## src/rtl/cook_pkg.sv

```systemverilog
// Shared constants and state type for the cooking countdown timer.
package cook_pkg;

    localparam int REM_W       = 13;
    localparam int MAX_SECONDS = 5999;
    localparam int SEC_STEP    = 10;
    localparam int MIN_STEP    = 60;

    typedef enum logic [1:0] {
        ST_IDLE    = 2'd0,
        ST_ARMED   = 2'd1,
        ST_RUNNING = 2'd2,
        ST_DONE    = 2'd3
    } cook_state_t;

    // Add-and-clamp for the remaining-seconds counter; sum carries one extra bit.
    function automatic logic [REM_W-1:0] sat_seconds(input logic [REM_W:0] sum);
        if (sum > (REM_W+1)'(MAX_SECONDS)) return REM_W'(MAX_SECONDS);
        return sum[REM_W-1:0];
    endfunction

endpackage

```

## src/rtl/cook_bcd_split.sv

```systemverilog
// Combinational split of a seconds count (0..5999) into mm:ss BCD digits.
module cook_bcd_split
    import cook_pkg::*;
(
    input  logic [REM_W-1:0] i_sec,
    output logic [3:0]       o_min_tens,
    output logic [3:0]       o_min_ones,
    output logic [3:0]       o_sec_tens,
    output logic [3:0]       o_sec_ones
);

    logic [REM_W-1:0] w_min;
    logic [REM_W-1:0] w_sec;

    // Divide by constants; input never exceeds 5999 so minutes stay within 0..99.
    always_comb begin
        w_min      = i_sec / REM_W'(60);
        w_sec      = i_sec % REM_W'(60);
        o_min_tens = 4'(w_min / REM_W'(10));
        o_min_ones = 4'(w_min % REM_W'(10));
        o_sec_tens = 4'(w_sec / REM_W'(10));
        o_sec_ones = 4'(w_sec % REM_W'(10));
    end

endmodule

```

## src/rtl/cook_timer.sv

```systemverilog
// Cooking countdown timer: 10 s / 60 s add buttons, clear, run enable,
// one-cycle finish pulse on expiry. Define COOK_TIMER_DISPLAY_EN to add
// registered mm:ss BCD display outputs.
module cook_timer
    import cook_pkg::*;
#(
    parameter int TICK_DIV = 1000
) (
    input  logic             clk,
    input  logic             nrst,
    input  logic             add_sec,
    input  logic             add_min,
    input  logic             clr,
    input  logic             run,
    output logic             finish,
    output logic [REM_W-1:0] remaining,
    output logic             armed
`ifdef COOK_TIMER_DISPLAY_EN
   ,output logic [3:0]       min_tens,
    output logic [3:0]       min_ones,
    output logic [3:0]       sec_tens,
    output logic [3:0]       sec_ones
`endif
);

    localparam int PW = (TICK_DIV > 2) ? $clog2(TICK_DIV) : 1;

    cook_state_t      r_state, w_state_nxt;
    logic [REM_W-1:0] r_rem, w_rem_nxt;
    logic [PW-1:0]    r_presc, w_presc_nxt;
    logic             r_armed;
    logic             w_count;
    logic             w_tick;
    logic [REM_W:0]   w_sum;

    // Next-state: clear wins, then tick/adds; a bare 1->0 tick passes through DONE.
    always_comb begin
        w_count     = (r_rem != '0) && run;
        w_tick      = w_count && (r_presc == PW'(TICK_DIV - 1));
        w_sum       = {1'b0, r_rem} - (REM_W+1)'(w_tick)
                    + (add_sec ? (REM_W+1)'(SEC_STEP) : '0)
                    + (add_min ? (REM_W+1)'(MIN_STEP) : '0);
        w_rem_nxt   = sat_seconds(w_sum);
        w_presc_nxt = r_presc;
        w_state_nxt = ST_IDLE;
        if (clr) begin
            w_rem_nxt   = '0;
            w_presc_nxt = '0;
        end else begin
            if (w_count)
                w_presc_nxt = w_tick ? '0 : r_presc + PW'(1);
            if (w_rem_nxt == '0) begin
                // Only a tick can bring a nonzero count to zero here.
                w_presc_nxt = '0;
                w_state_nxt = w_tick ? ST_DONE : ST_IDLE;
            end else begin
                w_state_nxt = run ? ST_RUNNING : ST_ARMED;
            end
        end
    end

    // State, counters and registered armed flag.
    always_ff @(posedge clk or negedge nrst) begin
        if (!nrst) begin
            r_state <= ST_IDLE;
            r_rem   <= '0;
            r_presc <= '0;
            r_armed <= 1'b0;
        end else begin
            r_state <= w_state_nxt;
            r_rem   <= w_rem_nxt;
            r_presc <= w_presc_nxt;
            r_armed <= (w_rem_nxt != '0);
        end
    end

    assign finish    = (r_state == ST_DONE);
    assign remaining = r_rem;
    assign armed     = r_armed;

`ifdef COOK_TIMER_DISPLAY_EN
    logic [3:0] w_mt, w_mo, w_st, w_so;
    logic [3:0] r_mt, r_mo, r_st, r_so;

    cook_bcd_split u_bcd (
        .i_sec      (r_rem),
        .o_min_tens (w_mt),
        .o_min_ones (w_mo),
        .o_sec_tens (w_st),
        .o_sec_ones (w_so)
    );

    // Display digits lag remaining by one cycle to keep the divider off the count path.
    always_ff @(posedge clk or negedge nrst) begin
        if (!nrst) begin
            r_mt <= '0;
            r_mo <= '0;
            r_st <= '0;
            r_so <= '0;
        end else begin
            r_mt <= w_mt;
            r_mo <= w_mo;
            r_st <= w_st;
            r_so <= w_so;
        end
    end

    assign min_tens = r_mt;
    assign min_ones = r_mo;
    assign sec_tens = r_st;
    assign sec_ones = r_so;
`endif

endmodule
```

## config.mk

```make
export PLATFORM = sky130hd
export DESIGN_NAME = cook_timer
export DESIGN_NICKNAME = d
export VERILOG_FILES = /design/src/rtl/cook_pkg.sv /design/src/rtl/cook_bcd_split.sv /design/src/rtl/cook_timer.sv
export SDC_FILE = /design/constraint.sdc
export NUM_CORES = 1
export LEC_CHECK = 0
export ABC_AREA = 1
export CAP_MARGIN = 20
export CORE_ASPECT_RATIO = 1.5
export CORE_MARGIN = 2
export CORE_UTILIZATION = 55
export CTS_BUF_LIST = sky130_fd_sc_hd__clkbuf_16
export DETAILED_ROUTE_END_ITERATION = 6
export GPL_ROUTABILITY_DRIVEN = 0
export PLACE_DENSITY = 0.77
export SETUP_SLACK_MARGIN = 0.1
export SLEW_MARGIN = 20
export SYNTH_ARGS = -nofsm -noshare
export SYNTH_HDL_FRONTEND = slang
export SYNTH_HIERARCHICAL = 1
export SYNTH_SLANG_ARGS = --single-unit
```

## constraint.sdc

```tcl
create_clock -name clk -period 5.74 [get_ports clk]
set_input_delay 1.722 -clock clk [delete_from_list [all_inputs] [get_ports clk]]
set_output_delay 1.722 -clock clk [all_outputs]
set_load 0.03 [all_outputs]
```

==> key figures, run 1 <==
Die
  – I/O pin count: 21
  – Row Count: 29
  – Die area: 4962 um2
  – Initial core utilization: 57.06%
  – Die span in x: 58.19 um
  – Area of the core: 4245 um2
  – Die Y: 85.28 um

Clocking
  – CTS max path bufs: 2
  – Num CTS Buffers: 3
  – Resized Gates After CTS: 0
  – Root Driver: clkbuf_16
  – Sink Count: 26
  – Clock slew at reported path FFs: 0.07 ns
  – Setup repair bufs after CTS: 0
  – CTS tree: yes
  – Hold-fix buffer count after cts: 0
  – Later-pin clock latency in the skew report: 0.26 ns
  – H-tree depth: 1

Global route
  – Most Used Layer, Global Route: met2
  – M1 GR Usage: 28.13%
  – Initial antenna violation count: 0
  – Grt ovf: 0
  – Total GRT Usage: 24.77%
  – Vias in the first global route: 2202
  – Met2 usage: 47.62%
  – Met3 Use GR: 2.134%
  – Pin count of the biggest net entering global routing: 27
  – Global-route wire length before repair: 9687 um

Timing
  – Slew Viols, Final: 0
  – Final WS setup: 0.7141 ns
  – Final Setup Violations: 0
  – Slew HR: 71.46%
  – RSZ-0062 raised after global routing: no
  – Hold Vio Cnt, Final: 0
  – Final Cycle Share: 87.56%
  – Highest Clock Rate: 0.1990 GHz
  – Worst-Margin Slew: 0.4277 ns
  – Final Skew: 0.002746 ns
  – Final TNS setup: 0 ns
  – Min Tclk post-route: 5.026 ns

Worst hold path
  – WHS Endpoint: r_presc[1]
  – Worst min path class: reg2reg
  – Hold path start: r_presc[1]
  – Hold path depth: 2

Routing
  – DR iter-0 viols: 80
  – WL/cell: 13.99 um
  – Detailed-route DRC error count: 0
  – Vias after detailed routing: 2122
  – Final wirelength: 5458 um
  – First-pass iteration count of the detailed router: 5
  – Drt via density: 5.441
  – ANT nets after route: 0

Synthesis
  – Post-synth EDFFs: 0
  – Largest family of logic cells by synthesized area: simple AND/OR/NAND/NOR gates
  – Post-Synth XOR/XNOR Area: 4.804%
  – Synth Cell Area: 2422 um2
  – Leading area contributor after synthesis: dfrtp_1
  – Synth cell types: 41
  – Syn Area/Cell: 7.570 um2
  – Count of state elements after synthesis: 26
  – Compound-Gate Fraction of Synth Area: 6.715%
  – Dominant cells by area after synthesis: dfrtp_1 (27%), ha_1 (17%), inv_1 (11%), nand2_1 (8.8%), nand3_1 (4.8%)
  – Sequential area share after synthesis: 26.86%
  – Cells after Synth: 320
  – Synthesized-area fraction occupied by adder cells: 18.18%
  – Post-synth ARST share: 100.0%
  – Mux cell area share after synthesis: 0%
  – Primary FF master, synth: dfrtp_1
  – Ys Warns: 6
  – Post-Synth Simple-Gate Area: 31.66%
  – Syn_nets: 360
  – Synth top area share: 26.86%

Setup path
  – RR Startpoint: remaining[8]
  – Cells on worst reg2reg path: 26
  – WP data required: 5.89 ns
  – R2r setup slk: 1.58 ns
  – Crit. End Element: flip-flop
  – R2R Path End: r_presc[6]
  – Critical path fanouts, max: 7
  – Data arrival, critical path: 5.18 ns
  – Setup crit start kind: input port
  – WS Path Type: in2reg

Placement
  – Worst slack at placement: 0.4273 ns
  – Port buffer count: 20
  – Dpl hpwl: 4412 um

Layout
  – Nets: 385
  – Layout cell share with drive strength beyond 1: 11.34%
  – Fillers: 354
  – Footprint of the multi-input gates: 1486 um2
  – Most frequent cells in the layout: inv_1 (70), nand2_1 (57), ha_1 (32)
  – Most common cell after layout, fill and taps aside: inv_1
  – Register area: 650.6 um2
  – Antenna diode count: 0
  – P&R area growth vs syn: 15.08%

Outcome
  – Run status: finished clean

Flow run
  – Maxcap violations: 0
[layer usage]
layer  share of wire [%]  routed length, um
met1                  39               2153
met2                  56               3058
met3                 2.9                161
met4                 1.6                 85
met5                   0                  0
[Yosys cell counts, types with 2 or more instances]
cell / instances
a21oi_1: 8
a21oi_2: 3
and3_1: 2
dfrtp_1: 26
fa_1: 2
ha_1: 32
inv_1: 70
inv_2: 2
nand2_1: 57
nand2_2: 9
nand2_4: 2
nand3_1: 23
nand3_2: 5
nand3b_1: 3
nand4_1: 7
nor2_1: 26
nor2_4: 4
nor3_1: 4
o21a_1: 2
o21ai_0: 6
xnor2_1: 3
xor2_1: 4
xor2_4: 2
[worst max-delay path, cell delays in order]
cell	delay, ns
clkdlybuf4s50_1	0.45
inv_1	0.07
ha_1	0.30
fa_1	0.53
fa_1	0.46
inv_1	0.11
nand2_1	0.08
nand2_1	0.12
inv_2	0.07
or2_0	0.20
nor3_1	0.21
nand3_1	0.10
nor2_1	0.16
nand3_2	0.11
nor2_4	0.14
nand3_4	0.12
nand2_2	0.17
nor2_1	0.06
[stage by stage]
stage,instances,cell area (um2),hold slack (ns),util [%]
final,390,2788,0.5495,65.66
after global routing,390,2788,0.5948,65.66
after CTS,390,2788,0.5459,65.66
after detailed placement,386,2683,0.5310,63.19
after global placement,386,2683,0.5297,63.19
after floorplan,320,2422,0.5056,-
[area by class of cell]
class / count / area share, %
well taps: 46 / 2.065
inverters: 74 / 10.05
multi-input cells: 219 / 53.32
clock buffers: 3 / 2.693
clock inverters: 1 / 1.077
flip-flops and latches: 26 / 23.34
repair buffers: 21 / 7.451
[flip-flops by register name, indices dropped and copies added (netlist names)]
name and cells:
armed 1, r_presc 10, r_state 2, remaining 13
[worst max path at each step]
stage            start    endpoint  slack [ns]  depth (start not counted)
3_5_place_dp   add_sec  r_presc[6]        0.43                         18
5_1_grt            run       armed        0.44                         24
3_3_place_gp   add_min  r_presc[0]        0.50                         18
2_1_floorplan  add_min  r_presc[1]        1.30                         17
6_report       add_min  r_presc[6]        0.71                         18
4_1_cts        add_sec  r_presc[1]        0.70                         18
[logic make-up (layout without fill, tap and decap cells)]
| kind of cell | Yosys count | count (layout) |
|---|---|---|
| adder cells (fa/ha/maj) | 34 | 34 |
| buffers and inverters | 75 | 99 |
| flip-flops | 26 | 26 |
| AND/OR/NAND/NOR | 150 | 150 |
| XOR/XNOR | 9 | 9 |
| AO/OA/AOI/OAI | 26 | 26 |
Power of run 1 is left out: the tool's default activity adds up to more than one toggle a clock period on the data nets, which glitch-free logic cannot reach.
==> run 2: changes to the inputs <==
SYNTH_HIERARCHICAL = default   (was 1)
==> results of run 2 <==
The final DEF is identical to that of run 1; final timing and power are the same.
Among the figures that moved: Yosys warning count 6 -> 0
Power of run 2 is left out for the same reason.
==> run 3: changes to the inputs <==
CAP_MARGIN = default   (was 20)
CORE_UTILIZATION = 53   (was 55)
PLACE_DENSITY = 0.78   (was 0.77)
clock period = 4 ns   (was 5.74 ns; I/O delays follow)
==> run 3 against run 2 <==
- register-to-register slack worse by 1.5 ns
- final area is 25% higher
- clock-buffer cell count stayed put
- clock skew is 0.00071 ns higher
- largest cell class unchanged
- the run now ends with DRC left
- global-route usage is 2.8 points higher
- first-iteration DRC count is 100% higher
==> key figures, run 3 <==
Die
  – I/O pin count: 21
  – Row Count: 30
  – Die span in x: 59.20 um
  – Die area: 5139 um2
  – Die Y: 86.80 um
  – Area of the core: 4467 um2
  – Initial core utilization: 54.23%

Global route
  – Vias in the first global route: 2533
  – Global-route wire length before repair: 10900 um
  – Pin count of the biggest net entering global routing: 27
  – Initial antenna violation count: 0
  – Grt ovf: 0
  – Total GRT Usage: 27.61%

Timing
  – Slew Viols, Final: 0
  – Slew HR: 65.79%
  – Highest Clock Rate: 0.2510 GHz
  – Min Tclk post-route: 3.984 ns
  – RSZ-0062 raised after global routing: yes
  – Worst-Margin Slew: 0.5126 ns
  – Final Setup Violations: 0
  – Hold Vio Cnt, Final: 0
  – Final Skew: 0.003453 ns
  – Final Cycle Share: 99.59%

Synthesis
  – Post-synth ARST share: 100.0%
  – Syn_nets: 360
  – Count of state elements after synthesis: 26
  – Synth top cells by count: inv_1 (70), nand2_1 (57), ha_1 (32), dfrtp_1 (26), nor2_1 (26)
  – Ys Warns: 0
  – Synth top area share: 26.86%
  – Top-count cell post-synth: inv_1
  – Synth cell types: 41
  – Post-synth EDFFs: 0
  – Sequential area share after synthesis: 26.86%
  – Syn Area/Cell: 7.570 um2
  – Primary FF master, synth: dfrtp_1
  – Dominant cells by area after synthesis: dfrtp_1 (27%), ha_1 (17%), inv_1 (11%), nand2_1 (8.8%), nand3_1 (4.8%)
  – Cells after Synth: 320
  – Synth Cell Area: 2422 um2
  – Leading area contributor after synthesis: dfrtp_1

Outcome
  – Failing checks: DRC
  – Run status: complete, but fails checks

Clocking
  – CTS tree: yes
  – Clock slew at reported path FFs: 0.07 ns
  – H-tree depth: 1
  – CTS max path bufs: 2
  – Num CTS Buffers: 3
  – Sink Count: 26
  – Later-pin clock latency in the skew report: 0.27 ns
  – Root Driver: clkbuf_16
  – Hold-fix buffer count after cts: 0

Setup path
  – WP data required: 4.14 ns
  – Data arrival, critical path: 4.13 ns
  – Crit. End Element: flip-flop
  – CP max stage delay: 0.57 ns
  – Critical path fanouts, max: 6
  – RR Startpoint: remaining[7]
  – Setup crit start kind: input port
  – Crit path max-delay cell type: fa_2
  – CP startpoint: add_min
  – WS Path Type: in2reg
  – Critical path cell sequence: clkdlybuf4s15_1 > inv_2 > ha_4 > fa_2 > inv_2 > ha_4 > nand2_1 > nand2_2 > nand3_2 > nand2_2 > nand2_1 > nand2_1 > nor2_1 > nand3_1 > nand2_2 > nand2_4 > nand2_4 > nor2_4 > inv_2 > nand2_2 > nand2_1 > nor2_1 > nand3_1

Routing
  – ANT nets after route: 0
  – Drt via density: 5.419
  – DR iter-0 viols: 161
  – Detailed-route DRC error count: 2
  – First-pass iteration count of the detailed router: 7
  – Final wirelength: 7204 um
  – Vias after detailed routing: 2433
  – WL/cell: 16.04 um

Layout
  – P&R area growth vs syn: 44.16%
  – Layout cell share with drive strength beyond 1: 38.15%
  – Fillers: 266
  – Most common cell after layout, fill and taps aside: buf_4
  – Most frequent cells in the layout: buf_4 (56), inv_1 (54), nand2_1 (45)
  – Nets: 442
  – Antenna diode count: 0
  – Layout Cells excl Fill: 449
  – Max reg flops: 13

Placement
  – Dpl hpwl: 4725 um
  – DP Cell Count: 427
  – Port buffer count: 20

Worst hold path
  – Worst min path class: reg2reg
  – Hold path start: r_presc[1]

Flow run
  – Maxcap violations: 0
==> run 3: changes by cell type in the layout (fill, tap and decap cells not counted), sizes merged <==
cell | before | now
buf | 1 | 59
clkdlybuf4s50 | 20 | 17
clkdlybuf4s15 | 0 | 2
==> run 3: area by class of cell <==
type / count / area (um2) / share of cell area (%)
inverter: 74 / 280.3 / 8.026
tap: 48 / 60.06 / 1.720
clock buffer: 3 / 75.07 / 2.150
clock inverter: 1 / 30.03 / 0.8599
sequential: 26 / 650.6 / 18.63
timing repair buffer: 78 / 638.1 / 18.27
multi-input combinational: 219 / 1758 / 50.34
==> run 3: per-stage QoR <==
step                      setup WS (ns)  setup TNS, ns  cell area, um2  utilization [%]  hold WS (ns)
after detailed placement        -0.5905         -11.01            2978            66.67        0.5381
after global routing            -0.1099        -0.7179            3492            78.18        0.5987
after global placement          -0.4914         -9.056            2978            66.67        0.5295
after CTS                        0.1076              0            3304            73.98        0.5589
after floorplan                  0.1177              0            2422                -        0.5056
final                           0.01641              0            3492            78.18        0.5630
==> run 3: path summary, 6_finish.rpt <==
kind                                end  slack, ns  cells after the start
setup / recovery                  armed       0.02                     23
hold / removal               r_presc[1]       0.56                      2
setup reg to reg                  armed       0.11                     31
hold reg to reg              r_presc[1]       0.56                      2
max in group asynchronous    r_presc[9]       2.42                      2
min in group asynchronous  remaining[2]       1.31                      2
==> run 3: cell families after synthesis <==
logic type                 after synthesis  share of synthesized area (%)
xor gates and xnor gates                 9                          4.804
adders and majority gates               34                          18.18
AOI/OAI and AO/OA                       26                          6.715
DFF                                     26                          26.86
and+or+nand+nor                        150                          31.66
buffers and inverters                   75                          11.78
==> run 3: layer usage <==
| layer | vias up | part of all wire (%) | wire length, um | track usage [%] |
|---|---|---|---|---|
| met5 | - | 0 | 0 | 0 |
| met4 | 0 | 4.1 | 297 | 13.43 |
| met3 | 26 | 3.3 | 236 | 3.134 |
| met2 | 75 | 56 | 4060 | 52.05 |
| met1 | 1166 | 36 | 2610 | 28.84 |
| li1 | 1166 | - | - | - |
==> run 3: timing repair <==
item / CTS / global route
setup endpoints to repair: 25 / 23
endpoints found under the hold margin: 0 / 0
gates resized for setup: 39 / 43
buffers inserted: 11 / 7
pin swaps: 31 / 29
==> run 3: worst max-delay path, delay by kind of cell <==
kind | cells | cell delay (ns)
and+or+nand+nor | 16 | 1.48
adders and majority gates | 3 | 1.05
buffers and inverters | 4 | 0.42
Power of run 3 is left out for the same reason.
